### config.mk
export PLATFORM = sky130hd
export DESIGN_NAME = rs232_recv_fifo_flat
export DESIGN_NICKNAME = d
export VERILOG_FILES = /design/src/rtl/rs232_pkg.sv /design/src/rtl/rs232_recv_fifo_if.sv /design/src/rtl/rs232_recv_fifo_byte_fifo.sv /design/src/rtl/rs232_recv_fifo.sv /design/src/flat_wrapper.sv
export SDC_FILE = /design/constraint.sdc
export NUM_CORES = 1
export LEC_CHECK = 0
export CORE_UTILIZATION = 55
export CTS_BUF_LIST = sky130_fd_sc_hd__clkbuf_4 sky130_fd_sc_hd__clkbuf_8
export CTS_CLUSTER_SIZE = 14
export DETAILED_ROUTE_END_ITERATION = 12
export PLACE_DENSITY = 0.77
export SKIP_LAST_GASP = 1
export SYNTH_ARGS = -nofsm -noshare
export SYNTH_HDL_FRONTEND = slang
export SYNTH_SLANG_ARGS = --single-unit
### constraint.sdc
create_clock -name clock -period 2.24 [get_ports clock]
set_input_delay 0.224 -clock clock [delete_from_list [all_inputs] [get_ports clock]]
set_output_delay 0.224 -clock clock [all_outputs]
set_load 0.03 [all_outputs]
### src/rtl/rs232_pkg.sv
// Shared RS-232 constants and helpers for the receive and transmit sides.
// Bit timing is derived from the clock and baud rate; the FSM encoding is common.
package rs232_pkg;

   typedef enum logic [1:0] {
      IDLE  = 2'd0,
      START = 2'd1,
      DATA  = 2'd2,
      STOP  = 2'd3
   } rs232_state_t;

   // Clock cycles per bit, rounded to the nearest integer.
   function automatic int unsigned unit_cycles(input int unsigned clock_freq,
                                               input int unsigned baud_rate);
      return (clock_freq + baud_rate / 2) / baud_rate;
   endfunction

   function automatic int unsigned half_cycles(input int unsigned unit);
      return unit / 2;
   endfunction

   localparam int unsigned UNIT = unit_cycles(133000000, 115200);
   localparam int unsigned HALF = half_cycles(UNIT);

   function automatic logic majority3(input logic a, input logic b, input logic c);
      return (a & b) | (a & c) | (b & c);
   endfunction

endpackage

### src/rtl/rs232_recv_fifo_if.sv
// Byte stream from the receiver to its consumer: data/valid offered, ready accepts.
interface rs232_recv_fifo_if;
   logic [7:0] data;
   logic       valid;
   logic       ready;

   modport master (output data, output valid, input ready);
   modport slave  (input data, input valid, output ready);
endinterface

### src/rtl/rs232_recv_fifo_byte_fifo.sv
// Small byte FIFO with occupancy count; pointers wrap modulo DEPTH.
module byte_fifo #(
   parameter int DEPTH = 4,
   localparam int CNT_W = $clog2(DEPTH + 1),
   localparam int PTR_W = $clog2(DEPTH)
) (
   input  logic             clock,
   input  logic             resetn,
   input  logic             push,
   input  logic [7:0]       push_data,
   output logic             full,
   input  logic             pop,
   output logic             empty,
   output logic [7:0]       head,
   output logic [CNT_W-1:0] count
);

   logic [7:0]       mem [DEPTH];
   logic [PTR_W-1:0] wr_ptr_reg;
   logic [PTR_W-1:0] rd_ptr_reg;
   logic [CNT_W-1:0] count_reg;
   logic             pop_ok;
   logic             push_ok;

   assign empty   = (count_reg == '0);
   assign full    = (count_reg == CNT_W'(DEPTH));
   assign pop_ok  = pop && !empty;
   assign push_ok = push && (!full || pop_ok);
   assign count   = count_reg;

   // Head is read combinationally so it is presentable the cycle count leaves zero.
   assign head = mem[rd_ptr_reg];

   always_ff @(posedge clock) begin
      if (push_ok) begin
         mem[wr_ptr_reg] <= push_data;
      end
   end

   always_ff @(posedge clock or negedge resetn) begin
      if (!resetn) begin
         wr_ptr_reg <= '0;
         rd_ptr_reg <= '0;
         count_reg  <= '0;
      end else begin
         if (push_ok) begin
            wr_ptr_reg <= (wr_ptr_reg == PTR_W'(DEPTH - 1)) ? '0 : wr_ptr_reg + 1'b1;
         end
         if (pop_ok) begin
            rd_ptr_reg <= (rd_ptr_reg == PTR_W'(DEPTH - 1)) ? '0 : rd_ptr_reg + 1'b1;
         end
         count_reg <= count_reg + CNT_W'(push_ok) - CNT_W'(pop_ok);
      end
   end

endmodule

### src/rtl/rs232_recv_fifo.sv
// RS-232 8N1 receiver with majority-vote sampling feeding a byte FIFO.
// Hardware flow control via ctsn_pin keeps one slot spare for a byte in flight.
module rs232_recv_fifo
   import rs232_pkg::*;
#(
   parameter int unsigned CLOCK_FREQ = 133000000,
   parameter int unsigned BAUD_RATE  = 115200,
   parameter int          DEPTH      = 4
) (
   input  logic              clock,
   input  logic              resetn,
   input  logic              txd_pin,
   output logic              ctsn_pin,
   output logic              frame_error,
   output logic              overrun,
   rs232_recv_fifo_if.master rx_bus
);

   localparam int unsigned BIT_CYCLES = unit_cycles(CLOCK_FREQ, BAUD_RATE);
   localparam int unsigned MID_CYCLES = half_cycles(BIT_CYCLES);
   localparam int          TIMER_W    = $clog2(BIT_CYCLES + 1);
   localparam int          CNT_W      = $clog2(DEPTH + 1);

   logic [1:0]         sync_reg;
   logic [1:0]         hist_reg;
   logic               rx;
   logic               sample;
   rs232_state_t       state_reg, state_next;
   logic [TIMER_W-1:0] timer_reg, timer_next;
   logic [2:0]         bit_cnt_reg, bit_cnt_next;
   logic [7:0]         shift_reg, shift_next;
   logic               push;
   logic               bad_stop;
   logic               pop;
   logic               push_acc;
   logic               full;
   logic               empty;
   logic [CNT_W-1:0]   count;
   logic [CNT_W-1:0]   count_next;
   logic               ctsn_reg;
   logic               frame_error_reg;
   logic               overrun_reg;

   assign rx     = sync_reg[1];
   // Majority over the line as seen one cycle ago, two cycles ago and now.
   assign sample = majority3(hist_reg[1], hist_reg[0], rx);

   always_ff @(posedge clock or negedge resetn) begin
      if (!resetn) begin
         sync_reg    <= 2'b11;
         hist_reg    <= 2'b11;
         state_reg   <= IDLE;
         timer_reg   <= '0;
         bit_cnt_reg <= '0;
         shift_reg   <= '0;
      end else begin
         sync_reg    <= {sync_reg[0], txd_pin};
         hist_reg    <= {hist_reg[0], rx};
         state_reg   <= state_next;
         timer_reg   <= timer_next;
         bit_cnt_reg <= bit_cnt_next;
         shift_reg   <= shift_next;
      end
   end

   // Vote completes one cycle after the centre sample, so bit timers restart at 1
   // to keep later windows centred and the count within UNIT.
   always_comb begin
      state_next   = state_reg;
      timer_next   = timer_reg + 1'b1;
      bit_cnt_next = bit_cnt_reg;
      shift_next   = shift_reg;
      push         = 1'b0;
      bad_stop     = 1'b0;
      case (state_reg)
         IDLE: begin
            timer_next = '0;
            if (!rx) begin
               state_next = START;
            end
         end
         START: begin
            if (timer_reg == TIMER_W'(MID_CYCLES + 1)) begin
               if (sample) begin
                  state_next = IDLE;
               end else begin
                  state_next   = DATA;
                  timer_next   = TIMER_W'(1);
                  bit_cnt_next = '0;
               end
            end
         end
         DATA: begin
            if (timer_reg == TIMER_W'(BIT_CYCLES)) begin
               shift_next   = {sample, shift_reg[7:1]};
               timer_next   = TIMER_W'(1);
               bit_cnt_next = bit_cnt_reg + 1'b1;
               if (bit_cnt_reg == 3'd7) begin
                  state_next = STOP;
               end
            end
         end
         STOP: begin
            if (timer_reg == TIMER_W'(BIT_CYCLES)) begin
               state_next = IDLE;
               push       = sample;
               bad_stop   = !sample;
            end
         end
         default: state_next = IDLE;
      endcase
   end

   assign pop        = rx_bus.valid && rx_bus.ready;
   assign push_acc   = push && (!full || pop);
   assign count_next = count + CNT_W'(push_acc) - CNT_W'(pop);

   byte_fifo #(.DEPTH(DEPTH)) u_fifo (
      .clock     (clock),
      .resetn    (resetn),
      .push      (push),
      .push_data (shift_reg),
      .full      (full),
      .pop       (pop),
      .empty     (empty),
      .head      (rx_bus.data),
      .count     (count)
   );

   assign rx_bus.valid = !empty;

   always_ff @(posedge clock or negedge resetn) begin
      if (!resetn) begin
         ctsn_reg        <= 1'b1;
         frame_error_reg <= 1'b0;
         overrun_reg     <= 1'b0;
      end else begin
         ctsn_reg        <= (count_next >= CNT_W'(DEPTH - 1));
         frame_error_reg <= bad_stop;
         overrun_reg     <= push && full && !pop;
      end
   end

   assign ctsn_pin    = ctsn_reg;
   assign frame_error = frame_error_reg;
   assign overrun     = overrun_reg;

endmodule

### src/flat_wrapper.sv
// flat-port wrapper written by rule: the top's interface ports become plain ports
module rs232_recv_fifo_flat import rs232_pkg::*;
#(
   parameter int unsigned CLOCK_FREQ = 133000000,
   parameter int unsigned BAUD_RATE  = 115200,
   parameter int          DEPTH      = 4
)
  (clock, resetn, txd_pin, ctsn_pin, frame_error, overrun, rx_bus_data, rx_bus_valid, rx_bus_ready);
  rs232_recv_fifo_if rx_bus_i ();
  input  logic clock;
  input  logic resetn;
  input  logic txd_pin;
  output logic ctsn_pin;
  output logic frame_error;
  output logic overrun;
  output wire logic [$bits(rx_bus_i.data)-1:0] rx_bus_data;
  output wire logic [$bits(rx_bus_i.valid)-1:0] rx_bus_valid;
  input wire logic [$bits(rx_bus_i.ready)-1:0] rx_bus_ready;
  assign rx_bus_data = rx_bus_i.data;
  assign rx_bus_valid = rx_bus_i.valid;
  assign rx_bus_i.ready = rx_bus_ready;
  rs232_recv_fifo #(.CLOCK_FREQ(CLOCK_FREQ), .BAUD_RATE(BAUD_RATE), .DEPTH(DEPTH)) u_core (.clock(clock), .resetn(resetn), .txd_pin(txd_pin), .ctsn_pin(ctsn_pin), .frame_error(frame_error), .overrun(overrun), .rx_bus(rx_bus_i));
endmodule
# After elaboration in Yosys (flattened, before gate mapping)

Memories as Yosys holds them, arrays and structs flattened.
Cells that the tools add are included.
Widths: inputs -> output; s select.

Register bits: 38
Bits of input ports: 4
Output and inout port bits: 12
Memories: 1
Bits in writable memories: 32
Word-level logic and storage cells: 83

Reduce and logical (&&, ||, !) cells: 18
Order comparisons: 1
Bitwise gates (word level): 5
$add $sub $neg: 8
Multiplexer cells: 23
Eq/ne operators: 15

Memories:

| memory            | depth | bits a word | rd ports | clocked after Yosys merged registers in | write ports | RTL line                        | source |
|---|---|---|---|---|---|---|---|
| u_core.u_fifo.mem | 4     | 8           | 1        | 0                                       | 1           | rs232_recv_fifo_byte_fifo.sv:18 | `logic [7:0] mem [DEPTH];` |

Operators with widths:

| cell                  | count |
|---|---|
| $mux 11               | 3 |
| $pmux 11 s3           | 1 |
| $mux 2                | 8 |
| $add 11x1->11 const B | 1 |
| $eq 11x10->1 const B  | 1 |
| $eq 11x11->1 const B  | 1 |
| $mux 3                | 3 |
| $eq 2x2->1 const B    | 4 |
| $ne 2x1->1 const B    | 4 |
| $pmux 2 s4            | 1 |
| $add 3x1->3           | 2 |
| $eq 3x3->1 const B    | 2 |
| $logic_and 1x1->1     | 6 |
| $mux 1                | 6 |
| $pmux 3 s2            | 1 |
| $sub 3x1->3           | 2 |
| $reduce_and 5->1      | 1 |
| $add 2x1->2 const B   | 2 |
| $logic_not 1->1       | 4 |
| $ne 2x2->1 const B    | 2 |
| $reduce_and 4->1      | 1 |
| $add 3x1->3 const B   | 1 |
| $and 1x1->1           | 3 |
| $ge 3x2->1 const B    | 1 |
| 7 further kinds       | 9 |

# Depth between registers and ports, before layout

Word-level depth: 9
Depth in mapped cells: 9
Gate-level depth less buffers: 9

# Hierarchy

From an unflattened synthesis, not the netlist that was laid out.

Cells, all modules: 212
Area, all modules: 3201.8 um2

By module, submodules not included:

| module          | times used | cells an instance | sequential area each (um2) | area an instance (um2) |
|---|---|---|---|---|
| byte_fifo       | 1          | 79                | 1136.1                     | 1617.8 |
| rs232_recv_fifo | 1          | 133               | 782.0                      | 1584.0 |

# Worst setup path before layout

No wires, ideal clock.

Kind: register to register
Start point: register u_core.timer_reg[0]
End point: register u_core.u_fifo.count_reg[2], in the netlist u_core.u_fifo.count[2]
Cell stages (with the launch flop): 10
Data arrival time: 2.147 ns
Period minus slack after synthesis: 2.275 ns
Path buffers: 0
Library setup time: 0.128 ns
Data required time: 2.112 ns
Setup slack: -0.035 ns
Cells stage by stage: dfrtp_1 ha_1 and3b_1 and4_2 nand3_1 mux2i_1 ha_1 inv_1 fa_1 xnor2_1

Word-level cells in the longest chain between the ends: 6

RTL lines:

| element                | RTL line                        | source |
|---|---|---|
| start, declared        | rs232_recv_fifo.sv:29           | `logic [TIMER_W-1:0] timer_reg, timer_next;` |
| start signal, assigned | rs232_recv_fifo.sv:60           | `timer_reg <= timer_next;` |
| $eq 11x11->1           | rs232_recv_fifo.sv:104          | `if (timer_reg == TIMER_W'(BIT_CYCLES)) begin` |
| $mux 1                 | rs232_recv_fifo.sv:104          |  |
| $mux 1                 | rs232_recv_fifo.sv:75           | `case (state_reg)` |
| $logic_and 1x1->1      | rs232_recv_fifo_byte_fifo.sv:28 | `assign push_ok = push && (!full \|\| pop_ok);` |
| $add 3x1->3            | rs232_recv_fifo_byte_fifo.sv:52 | `count_reg <= count_reg + CNT_W'(push_ok) - CNT_W'(pop_ok);` |
| $sub 3x1->3            | rs232_recv_fifo_byte_fifo.sv:52 |  |
| end signal, assigned   | rs232_recv_fifo_byte_fifo.sv:52 |  |
| end, declared          | rs232_recv_fifo_byte_fifo.sv:21 | `logic [CNT_W-1:0] count_reg;` |

Every way passes these cells.
A chain may end at the register's enable or synchronous reset.

# Worst setup path after layout

Start point: register u_core.u_fifo.count_reg[1], in the netlist u_core.u_fifo.count[1]
End point: register u_core.ctsn_reg, in the netlist u_core.ctsn_pin

Word-level cells in the longest chain between the ends: 8
Elaborated cells on any way between the ends: 10
Those cells by class: add/sub (2); order compare (1); eq/ne (1); reduce/logical (6)

RTL lines:

| element              | RTL line                        | source |
|---|---|---|
| $logic_not 3->1      | rs232_recv_fifo_byte_fifo.sv:25 | `assign empty = (count_reg == '0);` |
| $logic_not 1->1      | rs232_recv_fifo.sv:130          | `assign rx_bus.valid = !empty;` |
| $logic_and 1x1->1    | rs232_recv_fifo.sv:114          | `assign pop = rx_bus.valid && rx_bus.ready;` |
| $logic_or 1x1->1     | rs232_recv_fifo.sv:115          | `assign push_acc = push && (!full \|\| pop);` |
| $logic_and 1x1->1    | rs232_recv_fifo.sv:115          |  |
| $add 3x1->3          | rs232_recv_fifo.sv:116          | `assign count_next = count + CNT_W'(push_acc) - CNT_W'(pop);` |
| $sub 3x1->3 *        | rs232_recv_fifo.sv:116          |  |
| $ge 3x2->1 *         | rs232_recv_fifo.sv:138          | `ctsn_reg <= (count_next >= CNT_W'(DEPTH - 1));` |
| end signal, assigned | rs232_recv_fifo.sv:138          |  |
| end, declared        | rs232_recv_fifo.sv:40           | `logic ctsn_reg;` |

Every way passes the cells marked *; elsewhere a longest branch is shown, timed or not.

==> results.txt <==
The number of sinks handled by clock tree synthesis was 70; the die outline height was 75.9 um. STA classifies the critical path startpoint as a register. The post-synthesis instance area was 0.00300 sq mm; the net count of the mapped netlist was 218. Synthesis instantiated 44 different standard cells from the library. Worst slew margin relative to its limit: 44.9%. The maximum root-to-sink buffer count is 2, and the number of antenna violations at the first check in global routing is 0. Number of flip-flops under the largest register name: 32.

Setup repair after global routing could not meet its margin everywhere. VDD sags by at most 0.000511 V. The run gives 26 as the standard-cell row count. TritonCTS built the clock tree. The path class of the tightest hold or removal check is in2reg. The area added between synthesis and finish is 21.2%. The dominant combinational cell family by area after synthesis was multiplexers. Summing the areas of all and, or, nand and nor instances in the mapped netlist gives 10.9% of the synthesized area. In this run the number of cells on the critical path is 8. Walking the worst path, the cells encountered are or4b_2 -> nand2_1 -> mux2i_1 -> ha_2 -> buf_4 -> fa_1 -> nand2_1 -> nand2_1.

For this configuration, the core starts out at a cell density of 58.0%. Summing the areas of all compound-gate instances in the mapped netlist gives 3.71% of the synthesized area. Measured in cells, the most critical reg-to-reg path has a length of 8. For this design the top-level I/O count stands at 16.

For this run, design rule violations remaining after detail routing come to 0. The tools report the number of failing hold endpoints at the final stage as 0. Per report_power, the clock group accounts for 29.9% of the total.

The horizontal die dimension was 75.9 um; the total power divided by cell area was 796 mW/mm^2. The top cell type by total area after synthesis was sky130_fd_sc_hd__edfxtp_1. The wire length of the first global-routing pass is 8020 um, and the depth of the worst hold-timing path is 1. For the number of H-tree levels, the log shows 3. The portion of synthesized area spent on multiplexers is 11.0%. Entering global routing, the biggest net connects 39 pins. The final-stage net count was 269; the count of antenna-violating nets left after detailed routing was 0.

The overall power after layout came out at 0.00290 W. Critical path's most frequent cell: sky130_fd_sc_hd__nand2_1. The switching portion of total power was 27.5%; the leakage power total was 1.63 nW.

The logs give 1,672 for the number of global-route vias before repair and 297 ps for the worst hold slack across all endpoints. Routability-driven placement finished with a final weighted congestion of 0.773. The internal power of the cells totals 0.00210 W.

In this run the standard cell core region covers 0.00517 sq mm. CTS placed an instance of sky130_fd_sc_hd__clkbuf_8 at the clock tree root. Worst slack at placement: -156 ps.

The slowest cell on the critical path was sky130_fd_sc_hd__or4b_2. The top cell type's share of synthesized area works out to 32.0%. Data arrives at the worst endpoint at 2500 ps.

After layout, the minimum clock period comes to 2220 ps. The setup skew after layout was 7.82 ps; the measured slew at the worst slew-check pin was 827 ps. STA classifies the critical path endpoint as a register. Global routing consumed, over all layers together, 20.0% of the routing resources. The count of endpoints failing setup in the final report was 0; the layout cell share with drive strength beyond 1 was 32.6%. At the later pin of the worst-skew pair, clock insertion delay measures 330 ps. The number of antenna diodes in the final layout is 0. Synthesis handed over a netlist of 202 instances. The combinational cell fraction of total power was 18.9%; the sum of net half-perimeters after detailed placement was 3590 um.

For the count of TritonRoute iterations in the first routing pass, the log shows 4. After clock tree synthesis, the clock-pin slew on the worst setup and hold paths is 80 ps. The worst-path maximum fanout is 5. The run gives 0 ps as the setup TNS. The part of the Yosys area used for sequential elements was 63.9%; the final core utilization was 70.3%. After global routing the overflow that remains totals 0. Dividing the final minimum period by the clock period gives 99.2%.

Per report_power, the sequential group accounts for 51.1% of the total. The max-slew violation count is 0. For this run, the top clock speed supported by timing is 450 MHz. After synthesis, the cell types taking the most area are sky130_fd_sc_hd__edfxtp_1 (32%), sky130_fd_sc_hd__dfrtp_1 (28%), sky130_fd_sc_hd__mux4_2 (6.0%).

Xor-xnor portion of the synthesized cell area: 2.92%. Max-cap violations in this run came to 0. Detailed routing inserted a total of 1,770 vias.

The flow ran to the end, and the final reports show no timing, DRC or antenna violations. The longest individual stage delay on the worst path is 630 ps. Dividing the detail-routed wire length by the instance count gives 15.9 um. After the first detailed-routing iteration, the DRC count stood at 93. Cell type group with the largest total delay on the critical path: simple AND/OR/NAND/NOR gates. The adder and majority cell fraction of the synthesized area was 5.88%; the buffer and inverter count on the worst path was 1. The number of I/O port buffers is 15. The logs give 5230 um for the detailed-route wire length and 2520 ps for the worst endpoint required time. Each instance of the synthesized netlist takes up on average 14.9 sq um. For this design the total switching power over the nets is 0.000797 W.

The area of the die is 0.00576 sq mm. The number of warnings printed during yosys synthesis came out at 0. Clock tree synthesis inserted a total of 9 buffers. The run gives 18.8 ps as the final worst-path setup slack.

By startpoint and endpoint, the worst setup path is classified as reg2reg. The synthesis-stage register bit count is 70. The post-detailed-route via-to-cell ratio is 5.40.
==> cells in the mapped netlist <==
cell and number:
sky130_fd_sc_hd__a21o_1 2, sky130_fd_sc_hd__a21oi_1 2, sky130_fd_sc_hd__a22o_1 2, sky130_fd_sc_hd__a311oi_1 1, sky130_fd_sc_hd__a31oi_1 2, sky130_fd_sc_hd__a41o_1 1, sky130_fd_sc_hd__and2_1 5, sky130_fd_sc_hd__and3_1 2
sky130_fd_sc_hd__and3b_1 2, sky130_fd_sc_hd__and4_2 1, sky130_fd_sc_hd__buf_1 1, sky130_fd_sc_hd__buf_2 2, sky130_fd_sc_hd__clkbuf_1 1, sky130_fd_sc_hd__dfrtp_1 33, sky130_fd_sc_hd__dfstp_2 5, sky130_fd_sc_hd__edfxtp_1 32
sky130_fd_sc_hd__fa_1 2, sky130_fd_sc_hd__ha_1 10, sky130_fd_sc_hd__inv_1 9, sky130_fd_sc_hd__maj3_2 1, sky130_fd_sc_hd__mux2_2 11, sky130_fd_sc_hd__mux2_4 1, sky130_fd_sc_hd__mux2i_1 1, sky130_fd_sc_hd__mux4_2 8
sky130_fd_sc_hd__nand2_1 8, sky130_fd_sc_hd__nand2b_1 1, sky130_fd_sc_hd__nand3_1 9, sky130_fd_sc_hd__nand4_1 1, sky130_fd_sc_hd__nand4b_1 1, sky130_fd_sc_hd__nand4bb_1 1, sky130_fd_sc_hd__nor2_1 12, sky130_fd_sc_hd__nor2_2 1
sky130_fd_sc_hd__nor2b_1 1, sky130_fd_sc_hd__nor3_1 4, sky130_fd_sc_hd__nor3b_1 1, sky130_fd_sc_hd__nor4_1 1, sky130_fd_sc_hd__nor4_2 1, sky130_fd_sc_hd__o21ai_0 6, sky130_fd_sc_hd__o21bai_1 1, sky130_fd_sc_hd__or3_1 4
sky130_fd_sc_hd__or4b_1 1, sky130_fd_sc_hd__or4b_2 1, sky130_fd_sc_hd__xnor2_1 6, sky130_fd_sc_hd__xor2_1 4
==> path summary, 6_finish.rpt <==
path / startpoint / end / slack [ps]
max: u_core.u_fifo.count[1] / u_core.ctsn_pin / 20
min: txd_pin / u_core.sync_reg[0] / 300
max reg2reg: u_core.u_fifo.count[1] / u_core.ctsn_pin / 20
min reg2reg: u_core.sync_reg[0] / u_core.sync_reg[1] / 360
max in group asynchronous: resetn / u_core.u_fifo.count[1] / 1130
min in group asynchronous: resetn / u_core.u_fifo.rd_ptr_reg[0] / 550
==> routing by layer <==
layer	vias up	GRT usage, %	part of all wire, %
met2	35	32.1	50
met5	-	0	0
met1	882	25.1	46
met4	0	10.7	1.3
li1	846	-	-
met3	7	5.03	2.7
==> metrics by stage <==
step,instances,instance area (sq um)
2_1_floorplan,202,3000
3_3_place_gp,305,3380
3_5_place_dp,305,3380
4_1_cts,324,3580
5_1_grt,328,3640
6_report,328,3640
==> logic make-up after synthesis <==
family | count (synthesis)
xor gates and xnor gates | 10
DFF | 70
AOI/OAI and AO/OA | 17
adders and majority gates | 13
muxes | 21
buffers and inverters | 13
and+or+nand+nor | 58
==> power groups by stage <==
| stage | registers, W | logic [W] | clock network, W |
|---|---|---|---|
| 2_1_floorplan | 0.00149 | 0.000348 | 0 |
| 3_3_place_gp | 0.00150 | 0.000464 | 0 |
| 3_5_place_dp | 0.00151 | 0.000505 | 0 |
| 4_1_cts | 0.00148 | 0.000524 | 0.000882 |
| 5_1_grt | 0.00149 | 0.000608 | 0.000942 |
| 6_report | 0.00148 | 0.000548 | 0.000868 |
==> placed cells by master, fill, tap and decap left out, drive strengths merged, types with 2 or more instances in the layout <==
master	n
a31oi	2
nor3	4
clkdlybuf4s50	6
dfstp	5
mux4	8
edfxtp	32
dlymetal6s2s	2
a21o	2
mux2	12
clkbuf	10
inv	9
dfrtp	33
clkinv	4
fa	2
buf	29
nor4	2
a22o	2
xor2	4
or3	4
and3b	2
ha	10
dlygate4sd2	6
nor2	13
clkinvlp	2
o21ai	6
nand3	9
a21oi	2
xnor2	6
and3	2
nand2	8
or4b	2
and2	5
==> what timing repair did <==
action / CTS / global route
hold buffers: 1 / 0
resized for setup: 9 / 9
buffers inserted: 2 / 4
pin swaps: 2 / 5
endpoints found under the setup margin: 8 / 5
endpoints found under the hold margin: 6 / 0
==> layout make-up <==
| cell class | count | area, sq um |
|---|---|---|
| Sequential cell | 70 | 1920 |
| Fill cell | 353 | 1530 |
| Multi-Input combinational cell | 119 | 1060 |
| Timing Repair Buffer | 44 | 363 |
| Clock buffer | 10 | 131 |
| Tap cell | 70 | 87.6 |
| Clock inverter | 6 | 38.8 |
| Inverter | 9 | 33.8 |
Power figures use the tool's default switching activity.
